**src/rtl/hdmi_link_sequencer_if.sv**
```systemverilog
// Port bundle between the HDMI link sequencer and its environment.
// Inputs are lock/hot-plug/frame status; outputs are reset, enable and status lines.
interface hdmi_link_sequencer_if;
   logic       i_locked;
   logic       i_hpd;
   logic       i_frame;
   logic       o_serdes_rst;
   logic       o_timing_rst;
   logic       o_video_en;
   logic       o_link_up;
   logic [2:0] o_state;
   logic [7:0] o_relink_cnt;

   modport master (
      output i_locked, i_hpd, i_frame,
      input  o_serdes_rst, o_timing_rst, o_video_en, o_link_up, o_state, o_relink_cnt
   );

   modport slave (
      input  i_locked, i_hpd, i_frame,
      output o_serdes_rst, o_timing_rst, o_video_en, o_link_up, o_state, o_relink_cnt
   );
endinterface

```
**src/rtl/hdmi_link_sequencer.sv**
```systemverilog
// HDMI bring-up sequencer: waits for clock lock and qualified hot-plug, pulses serializer and
// timing resets, then enables video on frame start. Define HDMI_HPD_BYPASS_EN to tie HPD high.
module hdmi_link_sequencer #(
   parameter int unsigned DEBOUNCE_CYCLES   = 1000000,
   parameter int unsigned SERDES_RST_CYCLES = 64,
   parameter int unsigned TIMING_RST_CYCLES = 16
) (
   input logic                   i_clk,
   input logic                   i_rst_n,
   hdmi_link_sequencer_if.slave  bus
);

   localparam int unsigned CNT_MAX = (SERDES_RST_CYCLES > TIMING_RST_CYCLES) ?
                                     SERDES_RST_CYCLES : TIMING_RST_CYCLES;
   localparam int unsigned CNT_W   = $clog2(CNT_MAX + 1);
   localparam logic [CNT_W-1:0] SERDES_LOAD = CNT_W'(SERDES_RST_CYCLES - 1);
   localparam logic [CNT_W-1:0] TIMING_LOAD = CNT_W'(TIMING_RST_CYCLES - 1);

   typedef enum logic [2:0] {
      ST_IDLE       = 3'd0,
      ST_WAIT_LOCK  = 3'd1,
      ST_WAIT_HPD   = 3'd2,
      ST_SERDES_RST = 3'd3,
      ST_TIMING_RST = 3'd4,
      ST_WAIT_FRAME = 3'd5,
      ST_RUN        = 3'd6
   } state_t;

   state_t           state_q, state_d;
   logic [CNT_W-1:0] cnt_q, cnt_d;
   logic [7:0]       relink_q, relink_d;
   logic             serdes_rst_q, serdes_rst_d;
   logic             timing_rst_q, timing_rst_d;
   logic             video_en_q, video_en_d;
   logic             link_up_q, link_up_d;
   logic             lock_meta_q, lock_meta_d;
   logic             lock_sync_q, lock_sync_d;
   logic             hpd_qual;
   logic             lock_fault;
   logic             hpd_fault;

   always_comb begin
      lock_meta_d = bus.i_locked;
      lock_sync_d = lock_meta_q;
   end

`ifdef HDMI_HPD_BYPASS_EN
   assign hpd_qual = 1'b1;
`else
   localparam int unsigned DB_W = $clog2(DEBOUNCE_CYCLES + 1);
   localparam logic [DB_W-1:0] DB_LAST = DB_W'(DEBOUNCE_CYCLES - 1);

   logic            hpd_meta_q, hpd_meta_d;
   logic            hpd_sync_q, hpd_sync_d;
   logic            hpd_deb_q, hpd_deb_d;
   logic [DB_W-1:0] db_cnt_q, db_cnt_d;

   // Debounce: any sample agreeing with the current state restarts the run count.
   always_comb begin
      hpd_meta_d = bus.i_hpd;
      hpd_sync_d = hpd_meta_q;
      hpd_deb_d  = hpd_deb_q;
      db_cnt_d   = '0;
      if (hpd_sync_q != hpd_deb_q) begin
         if (db_cnt_q == DB_LAST) begin
            hpd_deb_d = ~hpd_deb_q;
            db_cnt_d  = '0;
         end else begin
            db_cnt_d  = db_cnt_q + DB_W'(1);
         end
      end else begin
         db_cnt_d = '0;
      end
   end

   always_ff @(posedge i_clk or negedge i_rst_n) begin
      if (!i_rst_n) begin
         hpd_meta_q <= 1'b0;
         hpd_sync_q <= 1'b0;
         hpd_deb_q  <= 1'b0;
         db_cnt_q   <= '0;
      end else begin
         hpd_meta_q <= hpd_meta_d;
         hpd_sync_q <= hpd_sync_d;
         hpd_deb_q  <= hpd_deb_d;
         db_cnt_q   <= db_cnt_d;
      end
   end

   assign hpd_qual = hpd_deb_q;
`endif

   assign lock_fault = (state_q >= ST_WAIT_HPD) && (state_q <= ST_RUN) && !lock_sync_q;
   assign hpd_fault  = (state_q >= ST_SERDES_RST) && (state_q <= ST_RUN) && !hpd_qual;

   // Lock loss outranks HPD loss, which outranks normal sequencing.
   always_comb begin
      state_d = state_q;
      cnt_d   = cnt_q;
      if (lock_fault) begin
         state_d = ST_WAIT_LOCK;
      end else if (hpd_fault) begin
         state_d = ST_WAIT_HPD;
      end else begin
         case (state_q)
            ST_IDLE: begin
               state_d = ST_WAIT_LOCK;
            end
            ST_WAIT_LOCK: begin
               if (lock_sync_q) begin
                  state_d = ST_WAIT_HPD;
               end else begin
                  state_d = ST_WAIT_LOCK;
               end
            end
            ST_WAIT_HPD: begin
               if (hpd_qual) begin
                  state_d = ST_SERDES_RST;
                  cnt_d   = SERDES_LOAD;
               end else begin
                  state_d = ST_WAIT_HPD;
               end
            end
            ST_SERDES_RST: begin
               if (cnt_q == '0) begin
                  state_d = ST_TIMING_RST;
                  cnt_d   = TIMING_LOAD;
               end else begin
                  cnt_d   = cnt_q - CNT_W'(1);
               end
            end
            ST_TIMING_RST: begin
               if (cnt_q == '0) begin
                  state_d = ST_WAIT_FRAME;
               end else begin
                  cnt_d   = cnt_q - CNT_W'(1);
               end
            end
            ST_WAIT_FRAME: begin
               if (bus.i_frame) begin
                  state_d = ST_RUN;
               end else begin
                  state_d = ST_WAIT_FRAME;
               end
            end
            ST_RUN: begin
               state_d = ST_RUN;
            end
            default: begin
               state_d = ST_IDLE;
               cnt_d   = '0;
            end
         endcase
      end

      if ((state_q == ST_RUN) && (lock_fault || hpd_fault) && (relink_q != 8'hFF)) begin
         relink_d = relink_q + 8'd1;
      end else begin
         relink_d = relink_q;
      end

      // Outputs are decoded from the next state so the registered copies track state_q.
      serdes_rst_d = (state_d <= ST_SERDES_RST);
      timing_rst_d = (state_d <= ST_TIMING_RST);
      video_en_d   = (state_d == ST_RUN);
      link_up_d    = (state_d == ST_RUN);
   end

   always_ff @(posedge i_clk or negedge i_rst_n) begin
      if (!i_rst_n) begin
         lock_meta_q  <= 1'b0;
         lock_sync_q  <= 1'b0;
         state_q      <= ST_IDLE;
         cnt_q        <= '0;
         relink_q     <= 8'd0;
         serdes_rst_q <= 1'b1;
         timing_rst_q <= 1'b1;
         video_en_q   <= 1'b0;
         link_up_q    <= 1'b0;
      end else begin
         lock_meta_q  <= lock_meta_d;
         lock_sync_q  <= lock_sync_d;
         state_q      <= state_d;
         cnt_q        <= cnt_d;
         relink_q     <= relink_d;
         serdes_rst_q <= serdes_rst_d;
         timing_rst_q <= timing_rst_d;
         video_en_q   <= video_en_d;
         link_up_q    <= link_up_d;
      end
   end

   assign bus.o_state      = state_q;
   assign bus.o_serdes_rst = serdes_rst_q;
   assign bus.o_timing_rst = timing_rst_q;
   assign bus.o_video_en   = video_en_q;
   assign bus.o_link_up    = link_up_q;
   assign bus.o_relink_cnt = relink_q;

endmodule

```
**src/flat_wrapper.sv**
```systemverilog
// flat-port wrapper written by rule: the top's interface ports become plain ports
module hdmi_link_sequencer_flat 
#(
   parameter int unsigned DEBOUNCE_CYCLES   = 1000000,
   parameter int unsigned SERDES_RST_CYCLES = 64,
   parameter int unsigned TIMING_RST_CYCLES = 16
)
  (i_clk, i_rst_n, bus_i_locked, bus_i_hpd, bus_i_frame, bus_o_serdes_rst, bus_o_timing_rst, bus_o_video_en, bus_o_link_up, bus_o_state, bus_o_relink_cnt);
  hdmi_link_sequencer_if bus_i ();
  input logic i_clk;
  input logic i_rst_n;
  input wire logic [$bits(bus_i.i_locked)-1:0] bus_i_locked;
  input wire logic [$bits(bus_i.i_hpd)-1:0] bus_i_hpd;
  input wire logic [$bits(bus_i.i_frame)-1:0] bus_i_frame;
  output wire logic [$bits(bus_i.o_serdes_rst)-1:0] bus_o_serdes_rst;
  output wire logic [$bits(bus_i.o_timing_rst)-1:0] bus_o_timing_rst;
  output wire logic [$bits(bus_i.o_video_en)-1:0] bus_o_video_en;
  output wire logic [$bits(bus_i.o_link_up)-1:0] bus_o_link_up;
  output wire logic [$bits(bus_i.o_state)-1:0] bus_o_state;
  output wire logic [$bits(bus_i.o_relink_cnt)-1:0] bus_o_relink_cnt;
  assign bus_i.i_locked = bus_i_locked;
  assign bus_i.i_hpd = bus_i_hpd;
  assign bus_i.i_frame = bus_i_frame;
  assign bus_o_serdes_rst = bus_i.o_serdes_rst;
  assign bus_o_timing_rst = bus_i.o_timing_rst;
  assign bus_o_video_en = bus_i.o_video_en;
  assign bus_o_link_up = bus_i.o_link_up;
  assign bus_o_state = bus_i.o_state;
  assign bus_o_relink_cnt = bus_i.o_relink_cnt;
  hdmi_link_sequencer #(.DEBOUNCE_CYCLES(DEBOUNCE_CYCLES), .SERDES_RST_CYCLES(SERDES_RST_CYCLES), .TIMING_RST_CYCLES(TIMING_RST_CYCLES)) u_core (.i_clk(i_clk), .i_rst_n(i_rst_n), .bus(bus_i));
endmodule
```
**config.mk**
```make
export PLATFORM = sky130hd
export DESIGN_NAME = hdmi_link_sequencer_flat
export DESIGN_NICKNAME = d
export VERILOG_FILES = /design/src/rtl/hdmi_link_sequencer_if.sv /design/src/rtl/hdmi_link_sequencer.sv /design/src/flat_wrapper.sv
export SDC_FILE = /design/constraint.sdc
export NUM_CORES = 1
export LEC_CHECK = 0
export ABC_AREA = 1
export CAP_MARGIN = 30
export CORE_AREA = 2 2 86 80
export DETAILED_ROUTE_END_ITERATION = 16
export DIE_AREA = 0 0 88 82
export PLACE_DENSITY = 0.74
export SLEW_MARGIN = 20
export SYNTH_ARGS = -nofsm -noshare
export SYNTH_HDL_FRONTEND = slang
export SYNTH_SLANG_ARGS = --single-unit
```
**constraint.sdc**
```tcl
create_clock -name i_clk -period 2.2 [get_ports i_clk]
set_input_delay 0.22 -clock i_clk [delete_from_list [all_inputs] [get_ports i_clk]]
set_output_delay 0.22 -clock i_clk [all_outputs]
set_load 0.01 [all_outputs]
```
==> reports/metrics.yaml <==
rsz0062_at_grt: "no"
post-place-cells: 457
setup_viol: 0
hp-class: "reg -> reg"
drt_iter0_markers: 103
worstPathArrival_ns: 1.67
combinationalPowerShare_pct: 40.4
routed_wl_microns: 5240
drt-pass1-iter-count: 4
crit_buf_inv: 1
crit_required_ns: 1.98
dr_total_vias: 2253
antenna_found_initial: 0
grt_usage_pct: 15.8
insertion_delay_ns: 0.30
status: "complete, no violations"
max_freq_mhz: 529
setup_tns_ns: 0
final_common_cell: "nand2_1"
postRouteAntennaNets: 0
crit_path_end_kind: "output port"
die_y_microns: 82
coreArea_sq_um: 6340
grt_pass1_wl_microns: 9070
avgSynthCellArea_sq_um: 7.84
cpPeakStageDelay_ns: 0.72
yosysUniqueCellTypes: 32
p_int_mw: 1.77
worstSetupStartpointType: "flip-flop"
p_leak_nw: 1.41
areaGrowthSynthToFinish_pct: 14.1
switching_share_pct: 40.2
mostFrequentLayoutCells: "nand2_1, dfrtp_1, nor2_1"
yosysWarnings: 0
clock-sinks: 46
ios: 20
drc_errors: 0
cp_top_family: "flip-flops"
crit_type: "reg -> out"
ys_seq_elements: 46
p_per_area_nw_per_um2: 945
finalCoreUtilization_pct: 49.4
cts_resized: 0
min_period_ns: 1.89
gp_congestion: 0.847
crit_fanout: 9
diodes: 0
clkPwrFrac_pct: 20.9
pwr-share-seq_pct: 38.7
slew_headroom_pct: 61.2
io_buffers: 19
wl_per_cell_microns: 11.3
cap_violations: 0
layout-drive-gt1-share_pct: 16.2
cts_setup_buffers: 0
finClkSkew_ns: 0.00896
ir_worst_vdd_mv: 0.302
cts_tree: "done"
grt_start_max_net_pins: 24
grt_pass1_vias: 2057
switchingPower_mw: 1.19
grt.overflow.total: 0
die_width_microns: 88
fin_cells: 466
fillers: 597
path_clk_slew_ns: 0.08
start_util_pct: 43.3
r2r_slack_ns: 0.57
die_area_sq_um: 7220
hold_viol_final: 0
hpwl_microns: 3990
finalCritPeriodShare_pct: 86.0
synth_cells: 350
worst_pin_slew_ns: 0.582
cts_htree_levels: 2
cts_made_buffers: 5
synth_area_sq_um: 2740
cts_hold_buf: 1
nets: 384
critPathSlowestCell: "dfrtp_1"
syn_nets: 359
cp_cell_sequence: "clkdlybuf4s50_1"
vias_per_cell: 4.83
rows: 28
clk_path_buf_depth: 2
slew_violations: 0
yosysSeqAreaShare_pct: 42.1
root_buffer: "clkbuf_8"
[logic make-up (layout without fill, tap and decap cells)]
kind of cell,Yosys count,after routing,share of synthesized area (%)
AND/OR/NAND/NOR,217,217,39.4
flip-flops,46,46,42.1
XOR/XNOR,15,15,5.06
AO/OA/AOI/OAI,20,20,3.83
adder cells (fa/ha/maj),4,4,1.82
buffers and inverters,48,74,7.80
[synth_stat cells, drive strengths merged]
cell type / instances / area (sq um)
nand4: 5 / 31.3
nor2: 54 / 264
ha: 4 / 50.1
dfrtp: 44 / 1100
o21a: 1 / 7.51
or2: 2 / 12.5
inv: 44 / 173
buf: 4 / 41.3
a21oi: 9 / 45.0
nand2: 107 / 464
o21bai: 1 / 7.51
o21ai: 9 / 45.0
nand3: 31 / 183
dfstp: 2 / 52.6
nor3: 16 / 111
nand3b: 2 / 15.0
xor2: 11 / 104
xnor2: 4 / 35.0
[state kept, by name (all words and copies together), names as in the netlist, 3 cells and up]
register                 flops
u_core.bus.o_relink_cnt      8
u_core.bus.o_state           3
u_core.db_cnt_q             20
u_core.cnt_q                 7
[metrics by stage]
step	power, mW	setup slack, ns	area (sq um)	hold slack, ns
6_report	2.96	0.308	3130	0.346
2_1_floorplan	2.08	0.765	2740	-0.0756
3_3_place_gp	2.31	0.655	3010	0.216
5_1_grt	3.18	0.269	3130	0.362
4_1_cts	2.97	0.316	3130	0.350
3_5_place_dp	2.35	0.578	3010	0.221
[layout make-up]
type / count / area, sq um / area share, %
Sequential cell: 46 / 1150 / 36.9
Multi-Input combinational cell: 256 / 1380 / 43.9
Clock inverter: 1 / 30.0 / 0.959
Inverter: 44 / 173 / 5.52
Timing Repair Buffer: 22 / 210 / 6.71
Clock buffer: 7 / 76.3 / 2.44
Tap cell: 90 / 113 / 3.60
[power groups by stage]
stage	Combinational, mW	Sequential, mW	Clock (mW)
3_5_place_dp	1.18	1.16	0
6_report	1.19	1.14	0.618
2_1_floorplan	0.998	1.08	0
3_3_place_gp	1.16	1.15	0
5_1_grt	1.36	1.16	0.660
4_1_cts	1.20	1.14	0.634
[final timing paths]
kind,from,to,depth (start not counted)
max,u_core.bus.o_state[1]$_DFF_PN0_,bus_o_state[1],1
min,u_core.lock_meta_q$_DFF_PN0_,u_core.lock_sync_q$_DFF_PN0_,0
max reg2reg,u_core.bus.o_state[1]$_DFF_PN0_,u_core.bus.o_relink_cnt[2]$_DFFE_PN0P_,5
min reg2reg,u_core.lock_meta_q$_DFF_PN0_,u_core.lock_sync_q$_DFF_PN0_,0
max in group asynchronous,i_rst_n,u_core.hpd_sync_q$_DFF_PN0_,3
min in group asynchronous,i_rst_n,u_core.bus.o_relink_cnt[2]$_DFFE_PN0P_,2
[per-layer routing]
| metal | track usage [%] | wire (microns) |
|---|---|---|
| met1 | 21.0 | 2610 |
| met2 | 26.7 | 2410 |
| met3 | 2.41 | 167 |
| met4 | 4.62 | 61 |
| met5 | 0 | 0 |
Note: power is estimated with default switching activity, not from simulation.
